**config.mk**
```make
export PLATFORM = sky130hd
export DESIGN_NAME = pll_rst_seq
export DESIGN_NICKNAME = d
export VERILOG_FILES = /design/src/rtl/pll_rst_seq_pkg.sv /design/src/rtl/pll_lock_sync.sv /design/src/rtl/pll_rst_seq.sv
export SDC_FILE = /design/constraint.sdc
export NUM_CORES = 1
export LEC_CHECK = 0
export ABC_AREA = 1
export CAP_MARGIN = 20
export CORE_ASPECT_RATIO = 1.5
export CORE_MARGIN = 2
export CORE_UTILIZATION = 57
export DETAILED_ROUTE_END_ITERATION = 10
export PLACE_DENSITY = 0.78
export SYNTH_ARGS = -nofsm -noshare
export SYNTH_HDL_FRONTEND = slang
export SYNTH_HIERARCHICAL = 1
export SYNTH_SLANG_ARGS = --single-unit
```
**constraint.sdc**
```tcl
create_clock -name clk -period 1.91 [get_ports clk]
set_clock_uncertainty 0.1 [all_clocks]
set_input_delay 0.4775 -clock clk [delete_from_list [all_inputs] [get_ports clk]]
set_output_delay 0.4775 -clock clk [all_outputs]
set_load 0.1 [all_outputs]
```
**src/rtl/pll_rst_seq_pkg.sv**
```systemverilog
// Shared types and helpers for the PLL reset/lock sequencer.
package pll_rst_seq_pkg;

  // Sequencer states.
  typedef enum logic [2:0] {
    RST_ASSERT = 3'd0,
    WAIT_LOCK  = 3'd1,
    STABLE     = 3'd2,
    RUN        = 3'd3,
    FAIL       = 3'd4
  } state_t;

  localparam int LOST_CNT_W  = 8;
  localparam int RETRY_CNT_W = 2;

  // Bits needed for a counter that runs 0 .. n-1 (at least one bit).
  function automatic int cnt_w(input int n);
    return (n <= 2) ? 1 : $clog2(n);
  endfunction

  // Increment that sticks at all-ones, so lock-loss history never wraps.
  function automatic logic [LOST_CNT_W-1:0] sat_inc(input logic [LOST_CNT_W-1:0] v);
    return (v == {LOST_CNT_W{1'b1}}) ? v : v + 1'b1;
  endfunction

endpackage

```
**src/rtl/pll_lock_sync.sv**
```systemverilog
// Two-flop synchronizer bringing the asynchronous PLL lock into the clk domain.
module pll_lock_sync (
  input  logic clk,
  input  logic rst,
  input  logic d,
  output logic q
);

  logic meta;

  // Capture stage followed by a settle stage; both clear to "not locked".
  always_ff @(posedge clk) begin
    if (rst) begin
      meta <= 1'b0;
      q    <= 1'b0;
    end else begin
      meta <= d;
      q    <= meta;
    end
  end

endmodule

```
**src/rtl/pll_rst_seq.sv**
```systemverilog
// PLL reset/lock initiator: pulses pll_rst, qualifies lock over a stability
// window, retries on timeout, and gates the downstream synchronous reset.
//
// Control handshake: restart is a single-cycle request sampled on a clk edge;
// it has no acknowledge and is honoured in every state (rst wins over it).
module pll_rst_seq
  import pll_rst_seq_pkg::*;
#(
  parameter int RST_PULSE_CYC    = 16,
  parameter int LOCK_TIMEOUT_CYC = 50000,
  parameter int LOCK_STABLE_CYC  = 256,
  parameter int MAX_RETRY        = 3
) (
  input  logic                   clk,
  input  logic                   rst,
  input  logic                   restart,
  input  logic                   pll_lock,
  output logic                   pll_rst,
  output logic                   sys_rst,
  output logic                   ready,
  output logic                   err,
  output logic [LOST_CNT_W-1:0]  lock_lost_cnt,
  output logic [RETRY_CNT_W-1:0] retry_cnt
);

  // tmo_cnt times both the reset pulse and the lock timeout, so it is sized
  // for whichever of the two is longer.
  localparam int TMO_SPAN = (LOCK_TIMEOUT_CYC > RST_PULSE_CYC) ? LOCK_TIMEOUT_CYC
                                                                : RST_PULSE_CYC;
  localparam int TMO_W    = cnt_w(TMO_SPAN);
  localparam int STB_W    = cnt_w(LOCK_STABLE_CYC);

  localparam logic [TMO_W-1:0]       PULSE_LAST = TMO_W'(RST_PULSE_CYC - 1);
  localparam logic [TMO_W-1:0]       TMO_LAST   = TMO_W'(LOCK_TIMEOUT_CYC - 1);
  localparam logic [STB_W-1:0]       STB_LAST   = STB_W'(LOCK_STABLE_CYC - 1);
  localparam logic [RETRY_CNT_W-1:0] RETRY_MAX  = RETRY_CNT_W'(MAX_RETRY);

  state_t                 state;
  state_t                 state_nxt;
  logic [TMO_W-1:0]       tmo_cnt;
  logic [TMO_W-1:0]       tmo_nxt;
  logic [STB_W-1:0]       stb_cnt;
  logic [STB_W-1:0]       stb_nxt;
  logic [RETRY_CNT_W-1:0] retry_nxt;
  logic [LOST_CNT_W-1:0]  lost_nxt;
  logic                   lock_s;
  logic                   lock_drop;

  pll_lock_sync u_lock_sync (
    .clk (clk),
    .rst (rst),
    .d   (pll_lock),
    .q   (lock_s)
  );

  // A drop of synchronized lock while running counts as a loss even when a
  // restart arrives on the same edge.
  assign lock_drop = (state == RUN) && !lock_s;

  // Next-state, counter and retry/loss bookkeeping.
  always_comb begin
    state_nxt = state;
    tmo_nxt   = tmo_cnt;
    stb_nxt   = stb_cnt;
    retry_nxt = retry_cnt;
    lost_nxt  = lock_lost_cnt;

    if (restart) begin
      state_nxt = RST_ASSERT;
      tmo_nxt   = '0;
      stb_nxt   = '0;
      retry_nxt = '0;
      if (lock_drop) lost_nxt = sat_inc(lock_lost_cnt);
    end else begin
      case (state)
        RST_ASSERT: begin
          if (tmo_cnt == PULSE_LAST) begin
            state_nxt = WAIT_LOCK;
            tmo_nxt   = '0;
          end else begin
            tmo_nxt = tmo_cnt + 1'b1;
          end
        end

        WAIT_LOCK, STABLE: begin
          // The timeout runs from the end of the pulse and is not restarted
          // by lock chatter; it also wins over a same-edge qualification.
          if (tmo_cnt == TMO_LAST) begin
            retry_nxt = retry_cnt + 1'b1;
            tmo_nxt   = '0;
            state_nxt = (retry_nxt == RETRY_MAX) ? FAIL : RST_ASSERT;
          end else begin
            tmo_nxt = tmo_cnt + 1'b1;
            if (state == WAIT_LOCK) begin
              if (lock_s) begin
                state_nxt = STABLE;
                stb_nxt   = '0;
              end
            end else if (!lock_s) begin
              state_nxt = WAIT_LOCK;
            end else if (stb_cnt == STB_LAST) begin
              state_nxt = RUN;
              retry_nxt = '0;
            end else begin
              stb_nxt = stb_cnt + 1'b1;
            end
          end
        end

        RUN: begin
          if (!lock_s) begin
            lost_nxt  = sat_inc(lock_lost_cnt);
            state_nxt = RST_ASSERT;
            tmo_nxt   = '0;
          end
        end

        FAIL: begin
          state_nxt = FAIL;
        end

        default: begin
          state_nxt = RST_ASSERT;
          tmo_nxt   = '0;
        end
      endcase
    end
  end

  // State, counters and registered outputs; outputs are decoded from the
  // next state so they change on the same edge as the transition.
  always_ff @(posedge clk) begin
    if (rst) begin
      state         <= RST_ASSERT;
      tmo_cnt       <= '0;
      stb_cnt       <= '0;
      retry_cnt     <= '0;
      lock_lost_cnt <= '0;
      pll_rst       <= 1'b1;
      sys_rst       <= 1'b1;
      ready         <= 1'b0;
      err           <= 1'b0;
    end else begin
      state         <= state_nxt;
      tmo_cnt       <= tmo_nxt;
      stb_cnt       <= stb_nxt;
      retry_cnt     <= retry_nxt;
      lock_lost_cnt <= lost_nxt;
      pll_rst       <= (state_nxt == RST_ASSERT);
      sys_rst       <= (state_nxt != RUN);
      ready         <= (state_nxt == RUN);
      err           <= (state_nxt == FAIL);
    end
  end

  // ready and sys_rst are always complementary.
  a_ready_vs_sys_rst: assert property (@(posedge clk) disable iff (rst) ready != sys_rst);

endmodule
```
==> results of run 1 <==
-- power breakdown --
group          switching [mW]  total [mW]  internal, mW
Sequential            0.00368       0.903         0.900
Clock                   0.298       0.555         0.257
Combinational          0.0241      0.0405        0.0164
Total                   0.326        1.50          1.17
-- cell type report --
class	instances	share of cell area
clock inverter	1	0.00184
clock buffer	7	0.0281
multi-input combinational	237	0.437
sequential	43	0.320
timing repair buffer	22	0.128
inverter	46	0.0653
tap	43	0.0198
-- state kept, by name (all words and copies together) (netlist names) --
| name | flops |
|---|---|
| err | 1 |
| lock_lost_cnt | 8 |
| pll_rst | 1 |
| ready | 1 |
| retry_cnt | 2 |
| state | 3 |
| stb_cnt | 8 |
| sys_rst | 1 |
| tmo_cnt | 16 |
| u_lock_sync/meta | 1 |
| u_lock_sync/q | 1 |
-- per-layer routing --
layer / GRT usage / up-vias / wire [um]
li1: - / 1093 / -
met1: 0.232 / 970 / 1880
met2: 0.479 / 47 / 2770
met3: 0.0595 / 16 / 171
met4: 0.129 / 0 / 176
met5: 0 / - / 0
-- stage by stage --
stage,hold slack [ns],instances,area (um2)
CTS,0.323,399,2710
global placement,0.296,391,2630
detailed placement,0.312,391,2630
finish,0.323,399,2720
global route,0.336,399,2720
floorplan,0.288,327,2230
-- Yosys cell counts, types with 2 or more instances --
cell type   n  area share
ha_1        4       0.023
inv_4       2      0.0056
nor2_1     57       0.096
nand4_1     7       0.020
nand2_2     4       0.011
a21oi_1    19       0.043
o21ai_1     2      0.0045
nand2_1    78        0.13
nand3_1    18       0.041
a31o_2      2      0.0079
inv_2       3      0.0051
nand2_4     2       0.010
inv_1      41       0.069
o21ai_0     8       0.018
nor2_4      2       0.010
dfxtp_1    43        0.39
nor3_1     11       0.025
xnor2_1     5       0.020
xor2_1      5       0.020
nor2_2      3      0.0085
-- cells by family (layout without fill, tap and decap cells) --
kind of cell / after synthesis / in the layout / share of synthesized area
buffers and inverters: 47 / 76 / 0.0817
and+or+nand+nor: 188 / 188 / 0.382
adders and majority gates: 4 / 4 / 0.0225
DFF: 43 / 43 / 0.388
AOI/OAI and AO/OA: 35 / 35 / 0.0868
xor gates and xnor gates: 10 / 10 / 0.0395
-- worst max path at each step --
stage | from | slack (ns) | cells after the start | to
after global routing | tmo_cnt[0]$_SDFFE_PP0P_ | -0.002 | 10 | tmo_cnt[9]$_SDFFE_PP0P_
after floorplan | retry_cnt[0]$_SDFFE_PP0P_ | 0.02 | 4 | retry_cnt[1]$_SDFFE_PP0P_
final | tmo_cnt[2]$_SDFFE_PP0P_ | 0.19 | 8 | tmo_cnt[15]$_SDFFE_PP0P_
after global placement | tmo_cnt[0]$_SDFFE_PP0P_ | 0.15 | 8 | pll_rst$_SDFF_PP1_
after CTS | tmo_cnt[0]$_SDFFE_PP0P_ | 0.05 | 8 | pll_rst$_SDFF_PP1_
after detailed placement | restart | 0.09 | 7 | tmo_cnt[14]$_SDFFE_PP0P_
-- critical path, stage by stage, from the launching register on --
cell and delay [ns]:
dfxtp_1 0.41, nand2_1 0.09, nor2_1 0.25, nand2_1 0.16
nor3_4 0.28, nand3_1 0.17, nand2_1 0.09, nand2_1 0.05
nor2_1 0.07
==> results.toml, run 1 <==
[worst_hold_path]
whs_path_depth = 2
worstHoldPathType = "register to register"
worstHoldStart = "u_lock_sync/meta$_SDFF_PP0_"
min_to = "u_lock_sync/q$_SDFF_PP0_"

[sta]
max_slew_margin = 0.729
setup_ws_ns = 0.185
post-route-min-period_ns = 1.72
tightest_slew_ns = 0.405
fmaxAchievable_mhz = 580
maxSlewViolCount = 0
hold_viol = 0
finalSetupViolCount = 0
post-route-period-util = 0.903
tns_ns = 0

[setup_path]
r2r_cells = 8
timing.rr.start = "tmo_cnt[2]$_SDFFE_PP0P_"
endpoint_kind = "register"
crit_type = "register to register"
cp_max_fo = 5
crit_required_ns = 2.05
r2r_slack_ns = 0.19
reg2reg_to = "tmo_cnt[15]$_SDFFE_PP0P_"
setup.worst_path.start_class = "register"
arrival_ns = 1.87

[die]
num_io_pins = 18
core_um2 = 3720
die_w_um = 55.0
die_y_um = 80.4
die_area_um2 = 4420
initial_utilization = 0.597
num_rows = 27

[logic_synthesis]
asyncSetResetFlopFracSynth = 0
synth_area_um2 = 2220
synth_edf_count = 0
syn-instance-count = 327
synth_ff_type = "dfxtp_1"
syn-num-nets = 335
synth_cell_types = 31
yosysWarnings = 6
syn_avg_cell_area_um2 = 6.79
synth-seq-cells = 43
seq_area_frac_synth = 0.388

[routing]
drt-total-wl_um = 5000
firstDrtPassIters = 5
wl_per_cell_um = 12.5
drtAntennaViolNets = 0
drtIter0Drc = 59
vias_per_cell = 5.33
drc = 0
num_vias = 2126

[placed_design]
place.gp.congestion = 0.862
hpwlAfterDp_um = 3850
portBuffers = 17
pre_cts_slack_ns = 0.0922

[final_layout]
area_growth_syn_to_layout_pct = 22.5
n_fill_cell = 298
multi_input_area_um2 = 1190
final_core_util = 0.732
seq_area_um2 = 870
mostFrequentLayoutCells = "78 x nand2_1, 56 x nor2_1, 41 x inv_1"
antennaDiodeCount = 0
nNetsFinal = 363
drive_above_1_share = 0.154
final_common_cell = "nand2_1"

[clock_network]
clock_path_buffers = 2
clk_pin_slew_ns = 0.08
htreeDepth = 2
ctsRootBufferMaster = "clkbuf_8"
cts_resized = 0
postCtsHoldBufs = 0
clock_latency_ns = 0.30
clock-sinks = 43
cts_setup_buffers = 0
numCtsBuffers = 5
cts_tree = "built"

[global_route]
grt_usage = 0.253
grt_pass1_wl_um = 8070
grt_pass1_vias = 1969
grt_overflow = 0
grt_start_max_net_pins = 13
antenna_found_initial = 0

[power]
p_leak_nw = 1.12
power_density_nw_per_um2 = 551
peakVddDrop_mv = 0.517
p_total_mw = 1.50

[job]
timing.max_cap.violations = 0

[run_status]
outcome = "completed"
Power figures use the tool's default switching activity.
==> inputs of run 2 (changes only) <==
--- a/config.mk
+++ b/config.mk
@@ -8,7 +8,6 @@
 export ABC_AREA = 1
 export CAP_MARGIN = 20
 export CORE_ASPECT_RATIO = 1.5
-export CORE_MARGIN = 2
 export CORE_UTILIZATION = 57
 export DETAILED_ROUTE_END_ITERATION = 10
 export PLACE_DENSITY = 0.78
==> constraint.sdc (replaced) <==
create_clock -name clk -period 1.91 [get_ports clk]
set_clock_uncertainty 0.1 [all_clocks]
set_input_delay 0.4775 -clock clk [delete_from_list [all_inputs] [get_ports clk]]
set_output_delay 0.4775 -clock clk [all_outputs]
set_load 0.01 [all_outputs]
==> run 2 against run 1 <==
  * First-iteration DRC count grew 1.7%
  * Die area shrank 6.0%
  * Global-route usage grew 2.0 points
  * Maximum frequency shrank 6.1%
  * Register-to-register slack is essentially flat
  * Sequential share of layout area grew 1.6 points
  * Design area shrank 5.7%
  * Utilization shrank 3.5 points
  * Clock power grew 1%
  * Critical path depth shrank 7
  * Combinational power grew 3%
==> results.toml, run 2 (same netlist as run 1, synthesis figures left out) <==
[routing]
drtIter0Drc = 60
num_vias = 2115
drt-total-wl_um = 4940
wl_per_cell_um = 12.4
firstDrtPassIters = 4
drtAntennaViolNets = 0
vias_per_cell = 5.30
drc = 0

[setup_path]
setup.worst_path.start_class = "register"
cp_top_family = "buffers and inverters"
arrival_ns = 1.26
crit_required_ns = 1.33
cp_max_fo = 5
cp_slowest_cell = "clkdlybuf4s50_1"
crit_type = "register to output port"
cp_slowest_stage_delay_ns = 0.56
endpoint_kind = "output port"
crit_buf_inv = 1
path_cells = "clkdlybuf4s50_1"

[sta]
post-route-period-util = 0.962
hold_viol = 0
max_slew_margin = 0.766
post-route-min-period_ns = 1.84
finalSetupViolCount = 0
setup_ws_ns = 0.0732
tightest_slew_ns = 0.348
tns_ns = 0
maxSlewViolCount = 0
rsz0062_at_grt = "no"
fmaxAchievable_mhz = 544

[global_route]
antenna_found_initial = 0
grt_start_max_net_pins = 14
grt_pass1_wl_um = 8310
grt_overflow = 0
grt_usage = 0.273
grt_pass1_vias = 2052

[die]
initial_utilization = 0.603
core_um2 = 3680
num_io_pins = 18
die_area_um2 = 4150
num_rows = 27
die_w_um = 53.0
die_y_um = 78.4

[final_layout]
drive_above_1_share = 0.0983
top_register = "tmo_cnt"
largest_reg_flops = 16
multi_input_area_um2 = 1180
antennaDiodeCount = 0
finalNonFillerCells = 399
n_fill_cell = 346
mostFrequentLayoutCells = "78 x nand2_1, 56 x nor2_1, 42 x dfxtp_1"
top_regs = "tmo_cnt: 16 flops, lock_lost_cnt: 8 flops, stb_cnt: 8 flops"
area_growth_syn_to_layout_pct = 15.6
final_core_util = 0.697
final_common_cell = "nand2_1"
nNetsFinal = 363
seq_area_um2 = 862

[power]
peakVddDrop_mv = 0.611
internal-power_mw = 1.17
netSwitchingFraction = 0.222
p_clk_frac = 0.372
p_leak_nw = 1.04
combPwrFrac = 0.028
power_density_nw_per_um2 = 587
switching_power_uw = 334
pwr-share-seq = 0.600

[placed_design]
place_inst = 391
hpwlAfterDp_um = 3900
place.gp.congestion = 0.910
pre_cts_slack_ns = 0.126
portBuffers = 17

[clock_network]
ctsRootBufferMaster = "clkbuf_8"
postCtsHoldBufs = 0
clock_path_buffers = 2
numCtsBuffers = 5
cts_setup_buffers = 0
clk_pin_slew_ns = 0.08
clock_latency_ns = 0.30
cts_tree = "built"
cts_resized = 0
htreeDepth = 2
clock-sinks = 43

[job]
timing.max_cap.violations = 0

[run_status]
outcome = "completed"

[worst_hold_path]
worstHoldPathType = "register to register"
==> run 2: worst paths after layout <==
path / from / endpoint / slack, ns / depth (start not counted)
setup / recovery: lock_lost_cnt[3]$_SDFFE_PP0P_ / lock_lost_cnt[3] / 0.07 / 1
hold / removal: u_lock_sync/meta$_SDFF_PP0_ / u_lock_sync/q$_SDFF_PP0_ / 0.32 / 2
setup reg to reg: tmo_cnt[0]$_SDFFE_PP0P_ / tmo_cnt[14]$_SDFFE_PP0P_ / 0.18 / 10
hold reg to reg: u_lock_sync/meta$_SDFF_PP0_ / u_lock_sync/q$_SDFF_PP0_ / 0.32 / 2
==> run 2: through the flow <==
step | area [um2] | power (mW) | hold WS [ns]
6_report | 2570 | 1.51 | 0.324
5_1_grt | 2570 | 1.56 | 0.335
4_1_cts | 2560 | 1.52 | 0.327
3_5_place_dp | 2480 | 0.966 | 0.314
3_3_place_gp | 2480 | 0.965 | 0.290
2_1_floorplan | 2220 | 0.946 | 0.288
==> run 2: cell type report <==
cell class / instances / area share
Clock inverter: 2 / 0.00488
Inverter: 46 / 0.0692
Multi-Input combinational cell: 237 / 0.460
Clock buffer: 6 / 0.0283
Tap cell: 43 / 0.0210
Timing Repair Buffer: 22 / 0.0809
Sequential cell: 43 / 0.336
==> run 2: layer usage <==
metal / share of wire / global-route usage / vias up
met5: 0 / 0 / -
met4: 0.043 / 0.163 / 0
met3: 0.026 / 0.0523 / 20
met2: 0.56 / 0.511 / 40
met1: 0.37 / 0.254 / 962
li1: - / - / 1093
==> run 2: power groups by stage <==
stage | logic (mW) | clock network, mW | registers [mW]
2_1_floorplan | 0.0225 | 0 | 0.923
3_3_place_gp | 0.0409 | 0 | 0.924
3_5_place_dp | 0.0414 | 0 | 0.924
4_1_cts | 0.0416 | 0.573 | 0.903
5_1_grt | 0.0456 | 0.606 | 0.904
6_report | 0.0416 | 0.561 | 0.904
